===== src/rtl/exec_seq.sv =====
// Fetch/execute/writeback sequencer for the 16-bit calculator core.
// Conditional branches (Bcc) are decoded only when EXEC_SEQ_BCC_EN is defined.
//
// state | meaning
// IF    | wait for imem_ready, latch instruction into ir
// EX    | calculator settles on ir; writeback strobes are set up
// WB    | strobes high, flags/pc updated
// HALT  | absorbing stop, pc/ir/flags frozen until rst_n
module exec_seq (
  input  logic        clk,
  input  logic        rst_n,
  output logic [15:0] imem_addr,
  input  logic [15:0] imem_rdata,
  input  logic        imem_ready,
  output logic [15:0] alu_instr,
  input  logic [15:0] alu_result,
  input  logic [3:0]  alu_code,
  output logic        rf_we,
  output logic [2:0]  rf_waddr,
  output logic [3:0]  flags,
  output logic        out_valid,
  output logic        halted
);

  typedef enum logic [1:0] {S_IF, S_EX, S_WB, S_HALT} state_t;

  state_t      state;
  logic [15:0] pc;
  logic [15:0] ir;

  logic [3:0]  op3;
  logic        is_calc, alu_wr, is_cmp, is_out, is_hlt, is_li, is_b, taken;
  logic [15:0] pc_inc, br_target, next_pc;
  logic        unused_ok;

  assign imem_addr = pc;
  assign alu_instr = ir;
  assign rf_waddr  = ir[10:8];
  assign unused_ok = ^alu_result;

  assign op3       = ir[7:4];
  assign is_calc   = (ir[15:14] == 2'b11);
  assign alu_wr    = is_calc && ((op3 <= 4'd4) || ((op3 >= 4'd8) && (op3 <= 4'd11)));
  assign is_cmp    = is_calc && (op3 == 4'd5);
  assign is_out    = is_calc && (op3 == 4'd13);
  assign is_hlt    = is_calc && (op3 == 4'd15);
  assign is_li     = (ir[15:11] == 5'b10000);
  assign is_b      = (ir[15:11] == 5'b10100);
  assign pc_inc    = pc + 16'd1;
  assign br_target = pc_inc + {{8{ir[7]}}, ir[7:0]};

`ifdef EXEC_SEQ_BCC_EN
  logic is_bcc, cond_hit;
  assign is_bcc = (ir[15:11] == 5'b10111);

  // flags[3:0] = {S,Z,C,V}; flags here are the value from before this WB
  always_comb begin
    cond_hit = 1'b0;
    case (ir[10:8])
      3'b000:  cond_hit = flags[2];
      3'b001:  cond_hit = flags[3] ^ flags[0];
      3'b010:  cond_hit = flags[2] | (flags[3] ^ flags[0]);
      3'b011:  cond_hit = ~flags[2];
      default: cond_hit = 1'b0;
    endcase
  end

  assign taken = is_b || (is_bcc && cond_hit);
`else
  assign taken = is_b;
`endif

  assign next_pc = is_hlt ? pc : (taken ? br_target : pc_inc);

  always_ff @(posedge clk or negedge rst_n) begin
    if (!rst_n) begin
      state     <= S_IF;
      pc        <= 16'h0000;
      ir        <= 16'h0000;
      flags     <= 4'h0;
      rf_we     <= 1'b0;
      out_valid <= 1'b0;
      halted    <= 1'b0;
    end else begin
      case (state)
        S_IF: begin
          if (imem_ready) begin
            ir    <= imem_rdata;
            state <= S_EX;
          end
        end
        S_EX: begin
          rf_we     <= alu_wr || is_li;
          out_valid <= is_out;
          state     <= S_WB;
        end
        S_WB: begin
          rf_we     <= 1'b0;
          out_valid <= 1'b0;
          if (alu_wr || is_cmp)
            flags <= alu_code;
          pc <= next_pc;
          if (is_hlt) begin
            state  <= S_HALT;
            halted <= 1'b1;
          end else begin
            state <= S_IF;
          end
        end
        S_HALT: begin
          state <= S_HALT;
        end
        default: state <= S_IF;
      endcase
    end
  end

endmodule


===== config.mk =====
export PLATFORM = sky130hd
export DESIGN_NAME = exec_seq
export DESIGN_NICKNAME = d
export VERILOG_FILES = /design/src/rtl/exec_seq.sv
export SDC_FILE = /design/constraint.sdc
export NUM_CORES = 1
export LEC_CHECK = 0
export CAP_MARGIN = 20
export CORE_MARGIN = 2
export CORE_UTILIZATION = 43
export DETAILED_ROUTE_END_ITERATION = 10
export GPL_ROUTABILITY_DRIVEN = 0
export PLACE_DENSITY = 0.76
export SYNTH_ARGS = -nofsm -noshare
export SYNTH_HDL_FRONTEND = slang
export SYNTH_SLANG_ARGS = --single-unit

===== constraint.sdc =====
create_clock -name clk -period 2.9 [get_ports clk]
set_clock_uncertainty 0.15 [all_clocks]
set_input_delay 0.58 -clock clk [delete_from_list [all_inputs] [get_ports clk]]
set_output_delay 0.58 -clock clk [all_outputs]
set_load 0.05 [all_outputs]

==> run summary <==
Clock network
• **CTS H-tree depth** 2
• **cell chosen for the clock root** sky130_fd_sc_hd__clkbuf_8
• **clock edge transition at the registers on the reported setup and hold paths** 0.09 ns
• **CTS sink count** 41
• **count of hold buffers inserted by post-cts repair** 0
• **clock tree from TritonCTS** yes
• **deepest clock path buffer count** 2
• **number of buffers inserted during clock tree synthesis** 5
• **later-pin clock latency in the skew report** 0.30 ns

Synthesis
• **flop and latch count out of synthesis** 41
• **number of enable-type register cells in the synthesized netlist** 0
• **instance count of the mapped netlist** 325
• **share of synthesized flip-flops with an asynchronous set or reset** 100%
• **cell types with the largest area share after synthesis** sky130_fd_sc_hd__dfrtp_1, sky130_fd_sc_hd__ha_1, sky130_fd_sc_hd__mux2_2
• **number of warnings printed during yosys synthesis** 0
• **count of distinct cell types in the synthesized netlist** 54
• **average cell area after synthesis** 9.21 um^2
• **biggest area consumer among synthesized cells** sky130_fd_sc_hd__dfrtp_1
• **Post-Syn Nets** 389
• **flip-flop cell with the highest count after synthesis** sky130_fd_sc_hd__dfrtp_1
• **netlist area before placement** 2990 um^2
• **sequential cell area fraction in the yosys report** 34.3%
• **area share of the leading cell type in the synthesized netlist** 34.3%

Global routing
• **first-pass GRT wire length** 13900 um
• **largest net degree at the start of global routing** 27
• **vias in the first global route** 3019
• **remaining global-route overflow** 0
• **combined global-route utilization of all metal layers** 22.8%
• **number of antenna violations at the first check in global routing** 0

STA
• **final hold violation count** 0
• **Least-Margin Pin Slew** 0.672 ns
• **setup violators final** 1
• **summed negative setup slack over all endpoints** -0.0321 ns
• **Max Freq** 341 MHz
• **Max-Slew Margin vs Limit** 55.2%
• **Worst Setup Slack, final** -0.0321 ns
• **number of pins exceeding their max-slew limit in the final report** 0
• **Hold Worst Slack** 0.0411 ns
• **RSZ-0062 raised after global routing** yes
• **Final Critical Period** 2.93 ns
• **post-route fraction of the period consumed by the critical path** 101%

Final layout
• **count of antenna diodes in the layout** 0
• **area overhead of the layout relative to synthesis** 54.4%
• **fill cell total of the finished layout** 511
• **Sequential cell area** 1040 um^2
• **multi-input combinational cell area** 2240 um^2
• **final standard cell count with taps included and fillers excluded** 525
• **number of nets in the final layout** 508
• **post-route design area** 4620 um^2
• **ratio of cells with drive above 1 in the final layout** 35.3%

Run status
• **status** complete, but fails checks
• **violated checks** setup timing

Worst setup path
• **worst path arrival time** 2.98 ns
• **Max Fanout on Critical Path** 4
• **data required time of the critical path** 2.95 ns
• **kind of start point of the critical path** flop
• **critical path start-end classification** reg2reg
• **sort of element at the end of the critical path** flop

Routing
• **routed len/inst** 16.2 um
• **via count** 2993
• **Detail Route Antenna Nets** 0
• **DRC Markers** 0
• **detailed-route wire length** 8530 um
• **Detailed Routing Iterations Pass 1** 5
• **drt first-iter violations** 201
• **via density per instance** 5.70

Placement
• **input/output buffers** 64
• **cell area reported after detailed placement** 4110 um^2
• **count of placed standard cells including taps** 504
• **half-perimeter wire length after placement** 6040 um

Floorplan
• **Die Height** 87.4 um
• **ports placed on the boundary** 81
• **number of placement rows** 30
• **Initial Utilization** 44.3%
• **Die W** 87.4 um
• **Floorplan Core Area** 6760 um^2
• **total die area** 7650 um^2

Run
• **MaxCap Viol Count** 0

Min path
• **type of the worst min-delay path** in2async

==> layer usage <==
| metal | up-vias | GRT usage, % | wire length [um] |
|---|---|---|---|
| met5 | - | 0 | 0 |
| met4 | 0 | 6.01 | 117 |
| met3 | 10 | 5.40 | 511 |
| li1 | 1443 | - | - |
| met1 | 1449 | 28.7 | 3630 |
| met2 | 91 | 39.0 | 4270 |
==> Yosys cell counts (9+ instances only) <==
master and count:
sky130_fd_sc_hd__a21oi_1 30, sky130_fd_sc_hd__clkbuf_1 9, sky130_fd_sc_hd__dfrtp_1 41, sky130_fd_sc_hd__ha_1 24
sky130_fd_sc_hd__inv_1 11, sky130_fd_sc_hd__mux2_2 20, sky130_fd_sc_hd__nand2_1 27, sky130_fd_sc_hd__nand3_1 19
sky130_fd_sc_hd__nor2_1 16, sky130_fd_sc_hd__o21ai_1 9, sky130_fd_sc_hd__xnor2_1 13
==> cell families after synthesis <==
family                     Yosys count  synth area share (%)
AOI/OAI and AO/OA                   91                  19.3
xor gates and xnor gates            21                  6.14
adders and majority gates           25                  10.7
buffers and inverters               26                  3.97
DFF                                 41                  34.3
muxes                               21                  7.86
and+or+nand+nor                    100                  17.8
==> worst paths after layout <==
kind	start	end	slack, ns	depth (start not counted)
worst max-delay path	imem_addr[1]$_DFFE_PN0P_	imem_addr[15]$_DFFE_PN0P_	-0.03	11
worst min-delay path	rst_n	imem_addr[14]$_DFFE_PN0P_	0.04	1
worst max register to register	imem_addr[1]$_DFFE_PN0P_	imem_addr[15]$_DFFE_PN0P_	-0.03	11
worst min register to register	halted$_DFFE_PN0P_	halted$_DFFE_PN0P_	0.32	1
max in group asynchronous	rst_n	imem_addr[0]$_DFFE_PN0P_	1.86	2
min in group clk	halted$_DFFE_PN0P_	halted$_DFFE_PN0P_	0.32	1
==> repair_timing <==
item / CTS / global route
setup buffers: 4 / 9
pin swaps: 5 / 33
setup endpoints to repair: 8 / 8
gates resized for setup: 8 / 47
==> cell usage in the layout, fill, tap and decap left out, types with 4 or more instances in the layout <==
cell type and n:
sky130_fd_sc_hd__dfrtp_1 30, sky130_fd_sc_hd__ha_1 15, sky130_fd_sc_hd__o21ai_0 5, sky130_fd_sc_hd__clkbuf_8 5, sky130_fd_sc_hd__nor2_1 12, sky130_fd_sc_hd__mux2_2 20
sky130_fd_sc_hd__nand4_1 6, sky130_fd_sc_hd__a21oi_1 26, sky130_fd_sc_hd__nand3_2 5, sky130_fd_sc_hd__a31oi_1 8, sky130_fd_sc_hd__clkdlybuf4s50_1 63, sky130_fd_sc_hd__inv_1 10
sky130_fd_sc_hd__ha_4 8, sky130_fd_sc_hd__nand3_1 12, sky130_fd_sc_hd__o21ai_1 11, sky130_fd_sc_hd__buf_4 61, sky130_fd_sc_hd__and3_1 4, sky130_fd_sc_hd__dfrtp_2 11
sky130_fd_sc_hd__nor4_1 4, sky130_fd_sc_hd__xnor2_1 7, sky130_fd_sc_hd__xor2_1 6, sky130_fd_sc_hd__nand2_1 25, sky130_fd_sc_hd__nor3_1 4, sky130_fd_sc_hd__a21o_1 5
==> critical path, stage by stage (launching register included) <==
cell                      delay (ns)
sky130_fd_sc_hd__dfrtp_2        0.40
sky130_fd_sc_hd__ha_4           0.16
sky130_fd_sc_hd__nand3_2        0.14
sky130_fd_sc_hd__buf_4          0.20
sky130_fd_sc_hd__xnor2_4        0.18
sky130_fd_sc_hd__ha_4           0.24
sky130_fd_sc_hd__a21o_1         0.20
sky130_fd_sc_hd__a211o_1        0.29
sky130_fd_sc_hd__nand4_1        0.16
sky130_fd_sc_hd__or4bb_1        0.50
sky130_fd_sc_hd__nand4_1        0.13
sky130_fd_sc_hd__nand3_2        0.08
==> cell type report <==
cell class | count | share of cell area (%)
multi-input cells | 258 | 48.4
flip-flops and latches | 41 | 22.5
well taps | 80 | 2.17
clock inverters | 3 | 0.379
inverters | 11 | 0.893
clock buffers | 5 | 1.49
repair buffers | 127 | 24.1
==> flip-flops by register name, indices dropped and copies added, names as in the netlist <==
register and cells:
alu_instr 16, state 2, imem_addr 16, rf_we 1, flags 4, halted 1, out_valid 1
==> per-stage QoR <==
step	util, %	worst slack (ns)
after floorplan	-	-0.164
after global placement	60.8	-0.0569
final	68.4	-0.0321
after global routing	68.4	-0.103
after detailed placement	60.8	-0.116
after CTS	63.2	-0.0350
Power is left out: the tool's default activity adds up to more than one toggle a clock period on the data nets, which glitch-free logic cannot reach.
